File: src/rtl/seven_seg_scanner.sv
// seven_seg_scanner
//   Time-multiplexes NUM_DIGITS seven-segment patterns onto one shared segment bus with
//   one-hot digit enables. Each digit slot starts with BLANK_CYCLES of all-off time to
//   suppress ghosting. All patterns are snapshotted at the frame edge, so a digit never
//   changes mid-scan.
//
//   seg_in is taken as the pin-level pattern and passed through unchanged while a digit is
//   lit. Blank cycles drive the inactive level for the chosen polarity. dp_in is logical
//   (1 = lit) and is converted to pin polarity.
//
//   Optional macro SEVEN_SEG_SCANNER_DIM_EN adds a 3-bit 'bright' input. It shortens the lit
//   window to floor((bright+1)*L/8) cycles, where L = DIGIT_PERIOD-BLANK_CYCLES.
//
// Ports:
//   clk          system clock, rising edge
//   rst_n        asynchronous active-low reset
//   enable       scan enable; when low the counters and shadow hold and the outputs blank
//   seg_in       digit k pattern at [7k+6:7k], bit0 = segment a
//   dp_in        decimal point per digit, 1 = lit
//   bright       (DIM_EN only) brightness 0..7, 7 = full on
//   seg_out      shared segment bus
//   dp_out       shared decimal point
//   an_out       one-hot digit enables
//   frame_start  one-cycle pulse in the first cycle of each frame
module seven_seg_scanner #(
    parameter int unsigned NUM_DIGITS       = 2,
    parameter int unsigned DIGIT_PERIOD     = 50000,
    parameter int unsigned BLANK_CYCLES     = 16,
    parameter bit          SEG_ACTIVE_LOW   = 1'b1,
    parameter bit          DIGIT_ACTIVE_LOW = 1'b1
) (
    input  logic                    clk,
    input  logic                    rst_n,
    input  logic                    enable,
    input  logic [7*NUM_DIGITS-1:0] seg_in,
    input  logic [NUM_DIGITS-1:0]   dp_in,
`ifdef SEVEN_SEG_SCANNER_DIM_EN
    input  logic [2:0]              bright,
`endif
    output logic [6:0]              seg_out,
    output logic                    dp_out,
    output logic [NUM_DIGITS-1:0]   an_out,
    output logic                    frame_start
);

    localparam int unsigned SW     = $clog2(DIGIT_PERIOD);
    localparam int unsigned IW     = $clog2(NUM_DIGITS);
    localparam int unsigned LitLen = DIGIT_PERIOD - BLANK_CYCLES;

    localparam logic [6:0]            SegOff   = SEG_ACTIVE_LOW ? 7'h7F : 7'h00;
    localparam logic                  DpOff    = SEG_ACTIVE_LOW;
    localparam logic [NUM_DIGITS-1:0] AnOff    = DIGIT_ACTIVE_LOW ? {NUM_DIGITS{1'b1}}
                                                                  : {NUM_DIGITS{1'b0}};
    localparam logic [SW-1:0]         SlotLast = SW'(DIGIT_PERIOD - 1);
    localparam logic [IW-1:0]         IdxLast  = IW'(NUM_DIGITS - 1);

    logic [SW-1:0]           slot_q, slot_d;
    logic [IW-1:0]           idx_q, idx_d;
    logic [7*NUM_DIGITS-1:0] shadow_seg_q, shadow_seg_d;
    logic [NUM_DIGITS-1:0]   shadow_dp_q, shadow_dp_d;
`ifdef SEVEN_SEG_SCANNER_DIM_EN
    logic [2:0]              shadow_bright_q, shadow_bright_d;
`endif

    logic [6:0]            seg_d;
    logic                  dp_d;
    logic [NUM_DIGITS-1:0] an_d;
    logic                  frame_start_d;

    logic                  frame_edge;
    logic                  lit;
    int unsigned           slot_int;
    int unsigned           lit_len;
    logic [NUM_DIGITS-1:0] onehot;

    always_comb begin
        slot_d          = slot_q;
        idx_d           = idx_q;
        shadow_seg_d    = shadow_seg_q;
        shadow_dp_d     = shadow_dp_q;
`ifdef SEVEN_SEG_SCANNER_DIM_EN
        shadow_bright_d = shadow_bright_q;
`endif
        frame_edge      = enable && (slot_q == '0) && (idx_q == '0);
        slot_int        = 32'(slot_q);

`ifdef SEVEN_SEG_SCANNER_DIM_EN
        lit_len = ((32'(shadow_bright_q) + 32'd1) * LitLen) >> 3;
`else
        lit_len = LitLen;
`endif

        if (enable) begin
            if (slot_q == SlotLast) begin
                slot_d = '0;
                idx_d  = (idx_q == IdxLast) ? '0 : idx_q + 1'b1;
            end else begin
                slot_d = slot_q + 1'b1;
            end
        end

        // Slot 0 is always blank, so loading the shadow on the same edge never shows a
        // half-updated pattern.
        if (frame_edge) begin
            shadow_seg_d    = seg_in;
            shadow_dp_d     = dp_in;
`ifdef SEVEN_SEG_SCANNER_DIM_EN
            shadow_bright_d = bright;
`endif
        end

        lit = enable && (slot_int >= BLANK_CYCLES) && ((slot_int - BLANK_CYCLES) < lit_len);

        onehot         = '0;
        onehot[idx_q]  = 1'b1;

        seg_d         = SegOff;
        dp_d          = DpOff;
        an_d          = AnOff;
        frame_start_d = frame_edge;
        if (lit) begin
            seg_d = shadow_seg_q[7*int'(idx_q) +: 7];
            dp_d  = shadow_dp_q[idx_q] ^ SEG_ACTIVE_LOW;
            an_d  = onehot ^ AnOff;
        end
    end

    always_ff @(posedge clk or negedge rst_n) begin
        if (!rst_n) begin
            slot_q          <= '0;
            idx_q           <= '0;
            shadow_seg_q    <= {NUM_DIGITS{SegOff}};
            shadow_dp_q     <= '0;
`ifdef SEVEN_SEG_SCANNER_DIM_EN
            shadow_bright_q <= 3'd7;
`endif
            seg_out         <= SegOff;
            dp_out          <= DpOff;
            an_out          <= AnOff;
            frame_start     <= 1'b0;
        end else begin
            slot_q          <= slot_d;
            idx_q           <= idx_d;
            shadow_seg_q    <= shadow_seg_d;
            shadow_dp_q     <= shadow_dp_d;
`ifdef SEVEN_SEG_SCANNER_DIM_EN
            shadow_bright_q <= shadow_bright_d;
`endif
            seg_out         <= seg_d;
            dp_out          <= dp_d;
            an_out          <= an_d;
            frame_start     <= frame_start_d;
        end
    end

endmodule

File: config.mk
export PLATFORM = sky130hd
export DESIGN_NAME = seven_seg_scanner
export DESIGN_NICKNAME = d
export VERILOG_FILES = /design/src/rtl/seven_seg_scanner.sv
export SDC_FILE = /design/constraint.sdc
export NUM_CORES = 1
export LEC_CHECK = 0
export CAP_MARGIN = 5
export CORE_MARGIN = 4
export CORE_UTILIZATION = 45
export CTS_CLUSTER_DIAMETER = 50
export DETAILED_ROUTE_END_ITERATION = 8
export PLACE_DENSITY_LB_ADDON = 0.12
export SLEW_MARGIN = 20
export SYNTH_ARGS = -nofsm -noshare
export SYNTH_HDL_FRONTEND = slang
export SYNTH_SLANG_ARGS = --single-unit
File: constraint.sdc
create_clock -name clk -period 5.3 [get_ports clk]
set_input_delay 1.06 -clock clk [delete_from_list [all_inputs] [get_ports clk]]
set_output_delay 1.06 -clock clk [all_outputs]
set_load 0.005 [all_outputs]
* Yosys cells after proc, flatten, opt, wreduce, memory -nomap -nowiden
Index checks and enable logic that the tools add are counted.
** Storage, ports and cells
- Flip-flop bits (word level) :: 44
- Bits of input ports :: 19
- Output and inout port bits :: 11
- Word-level logic and storage cells :: 37
** Cells by class
- Add/sub/neg operators :: 3
- Multipliers :: 1
- Order comparisons :: 4
- Eq/ne operators :: 1
- Shift operators :: 1
- Multiplexer cells :: 9
- Bitwise operators :: 3
- Reduce and logical (&&, ||, !) cells :: 7
** Operator list (number)
- less-than comparator 32 x 16 -> 1 bit (second input constant) :: 1
- subtractor 16 x 5 -> 17 bit (second input constant) :: 1
- adder 16 x 1 -> 16 bit (second input constant) :: 1
- == test 16 bit (second input constant) :: 1
- greater-or-equal comparator 16 x 5 -> 1 bit (second input constant) :: 1
- zero test 16 bit :: 1
- two-way mux 16 bit :: 1
- variable part select 14 x 5 -> 7 bit :: 1
- two-way mux 7 bit :: 1
- logical AND 1 bit :: 5
- two-way mux 1 bit :: 5
- multiplier 3 x 1 -> 4 bit (first input constant) :: 1
- less-than comparator 1 x 2 -> 1 bit (second input constant) :: 1
- two-way mux 2 bit :: 1
- NOT 1 bit :: 2
- NOT 2 bit :: 1
- AND reduction 2 bit :: 1
- adder 1 bit (second input constant) :: 1
- demux 1 bit (select 1 bit) :: 1
- greater-or-equal comparator 1 bit (second input constant) :: 1

* Logic depth before layout (Yosys ltp)
- Depth in word-level cells :: 6
- Gate-level depth with buffers :: 7
- Mapped depth without buffers :: 5

* Worst setup path before layout
Ideal clock, no wire load.
- Path kind :: input-to-reg
- From :: in enable
- To :: reg slot_q[15]
- Library setup time :: 0.078 ns
- Data arrival time :: 2.278 ns
- Required time :: 5.222 ns
- Path slack :: 2.945 ns
- Stages :: 5
- Buffers on the path :: 1
- Cell sequence :: buf_2 nand3_1 or3_1 or4_1 a21oi_1
** RTL lines
- start, declared :: line 34 : input logic enable,
- end signal, assigned :: line 142 : slot_q <= slot_d;
- end, declared :: line 57 : logic [SW-1:0] slot_q, slot_d;

* Final worst setup path
- From :: in enable
- To :: reg shadow_dp_q[0]
** Between the ends
- Longest elaborated chain between the ends :: 2
** RTL lines
- logical AND 1 bit (2 in a row) :: line 84 : frame_edge = enable && (slot_q == '0) && (idx_q == '0);
- end signal, assigned :: line 145 : shadow_dp_q <= shadow_dp_d;
- end, declared :: line 60 : logic [NUM_DIGITS-1:0] shadow_dp_q, shadow_dp_d;
No other way between the ends.
A chain may end at the register's enable or synchronous reset.

==> flow_summary.json <==
{
  "status": "finished, final reports clean",
  "final_util_pct": 56.2,
  "n_antenna_cell": 0,
  "most-common-layout-cells": "28 x clkdlybuf4s50_1, 24 x dfstp_2, 20 x dfrtp_1",
  "synth_cell_types": 33,
  "rsz0062_at_grt": "no",
  "worst_setup_hold_path_clk_slew_ns": 0.07,
  "ir_drop_mv": 0.135,
  "antenna_found_initial": 0,
  "vias": 1325,
  "cts_resized": 0,
  "fp.dieH_um": 74.8,
  "instances_no_fill": 244,
  "p_total_w": 0.000726,
  "muxShareOfSynthArea_pct": 15.2,
  "grt.total_usage_pct": 14.6,
  "fp-row-count": 24,
  "synth-simple-area-share_pct": 15.4,
  "first_pass_iters": 4,
  "power_density_nw_per_um2": 298,
  "reg2reg_depth": 4,
  "place.port_buffers": 29,
  "cts_hold_buf": 0,
  "dieWidth_um": 74.8,
  "fillers": 378,
  "wl_met3_um": 256,
  "area_delta_synth_final_pct": 21.2,
  "cp-end-kind": "flip-flop",
  "cp.arrival_ns": 3.16,
  "drc": 0,
  "grt_pass1_vias": 1315,
  "fmax_ghz": 0.335,
  "gp_congestion": 0.793,
  "route.met2.wl_mm": 1.66,
  "holdPathStages": 1,
  "fin_setup_tns_ns": 0,
  "layout_min_cycle_time_ns": 2.99,
  "yosys_warnings": 0,
  "synth_xor_area_share_pct": 5.24,
  "synth_seq_cells": 44,
  "synth_top_family_by_area": "simple AND/OR/NAND/NOR gates",
  "slew_headroom_pct": 38.9,
  "nets": 212,
  "hold_violations": 0,
  "cp.required_ns": 5.47,
  "netlist_instances": 164,
  "grt_pass1_wl_mm": 6.16,
  "met1_length_mm": 1.76,
  "fin_hold_ws_ns": 0.513,
  "initial_core_util_pct": 46.4,
  "grt_max_degree": 45,
  "viasPerCell": 5.43,
  "synth_area_leaders": "dfstp_2 31%, dfrtp_1 25%, mux2_4 6.7%",
  "syn_area_um2": 2010,
  "finalSetupViolCount": 0,
  "io_pins": 30,
  "dp_hpwl_mm": 2.61,
  "ys_seq_area_share_pct": 56.4,
  "cts_tree": "done",
  "crit_fanout": 19,
  "overflow": 0,
  "wirelength_mm": 3.71,
  "htreeDepth": 2,
  "synth-edff-count": 0,
  "synthAdderAreaFrac_pct": 1.25,
  "cts-buffers-inserted": 5,
  "synth_top_area_share_pct": 31.4,
  "synth_compound_area_share_pct": 3.18,
  "final_common_cell": "clkdlybuf4s50_1",
  "cts_buffer_depth": 2,
  "slew_violations": 0,
  "clk_latency_ns": 0.30,
  "avgSynthCellArea_um2": 12.2,
  "synth_ff_type": "dfstp_2",
  "die_area_um2": 5590,
  "leakagePower_nw": 1.02,
  "layout_worst_path_cycle_share_pct": 56.3,
  "critPathLaunchType": "primary input",
  "dr.max_layer_used": "met4",
  "synth_top_cell_by_area": "dfstp_2",
  "synth_nets": 185,
  "reg2reg_slack_ns": 2.65,
  "cts_sinks": 44,
  "drt_iter0_markers": 119,
  "async_reset_ff_share_pct": 100,
  "cap_viol_max_count": 0,
  "worst_pin_slew_ns": 0.917,
  "ant_nets": 0,
  "post_cts_buffers": 0,
  "hold_path_class": "flip-flop to flip-flop",
  "crit_type": "primary input to flip-flop",
  "wire_per_inst_um": 15.2,
  "root_buffer": "clkbuf_8",
  "coreArea_um2": 4320,
  "fin_skew_ns": 0.0117,
  "drive_gt1_share_pct": 26.0,
  "placed_cells": 236
}
-- synthesized netlist by cell type, types with 2 or more instances --
| library cell | n |
|---|---|
| clkbuf_1 | 5 |
| dfstp_2 | 24 |
| or3_1 | 2 |
| xnor2_1 | 9 |
| a31oi_1 | 2 |
| ha_1 | 2 |
| xor2_1 | 3 |
| mux2i_1 | 8 |
| nor4_1 | 3 |
| dfrtp_1 | 20 |
| nand4_1 | 15 |
| o21ai_0 | 2 |
| mux2_4 | 9 |
| inv_1 | 5 |
| mux2_2 | 8 |
| nand3_1 | 7 |
| nand2_1 | 10 |
| nor2_1 | 12 |
| nor3_1 | 4 |
-- sequential cells by signal, summed over array words and instances, names as in the netlist --
register / cells
frame_start: 1
shadow_dp_q: 2
dp_out: 1
shadow_seg_q: 14
seg_out: 7
slot_q: 16
an_out: 2
idx_q: 1
-- path summary, 6_finish.rpt --
kind | to | startpoint
min reg2reg | shadow_dp_q[1]$_DFFE_PN0P_ | shadow_dp_q[1]$_DFFE_PN0P_
max | shadow_dp_q[0]$_DFFE_PN0P_ | enable
min in group asynchronous | slot_q[13]$_DFFE_PN0P_ | rst_n
max in group asynchronous | shadow_dp_q[0]$_DFFE_PN0P_ | rst_n
min | shadow_dp_q[1]$_DFFE_PN0P_ | shadow_dp_q[1]$_DFFE_PN0P_
max reg2reg | shadow_dp_q[0]$_DFFE_PN0P_ | slot_q[11]$_DFFE_PN0P_
-- cells by family after synthesis --
kind of cell             after synthesis
AND/OR/NAND/NOR                       57
buffers and inverters                 14
AO/OA/AOI/OAI                         10
adder cells (fa/ha/maj)                2
XOR/XNOR                              12
flip-flops                            44
multiplexers                          25
-- layout make-up --
class	count	area [µm²]	area share, %
sequential	44	1130	46.5
clock buffer	8	123	5.04
multi-input combinational	106	808	33.2
tap	52	65.1	2.68
inverter	5	18.8	0.772
timing repair buffer	29	285	11.7
-- metal layers --
layer | global-route usage, % | vias up
met4 | 5.14 | 0
met5 | 0 | -
li1 | - | 635
met2 | 22.0 | 44
met3 | 4.67 | 4
met1 | 19.7 | 642
-- per-stage QoR --
stage	cell area [µm²]	setup WS [ns]
2_1_floorplan	2010	2.94
3_3_place_gp	2310	2.04
3_5_place_dp	2310	2.01
4_1_cts	2430	2.33
5_1_grt	2430	2.21
6_report	2430	2.31
-- worst max-delay path, stage by stage --
cell             delay (ns)
clkdlybuf4s50_1        0.85
nand3_1                0.12
or3_1                  0.71
mux2_2                 0.42
-- power by group --
group	internal (W)	switching [W]
clock network	0.000150	0.000112
logic	0.0000369	0.0000334
registers	0.000361	0.0000314
total	0.000548	0.000177
No activity file was read; power rests on OpenSTA's default activity.
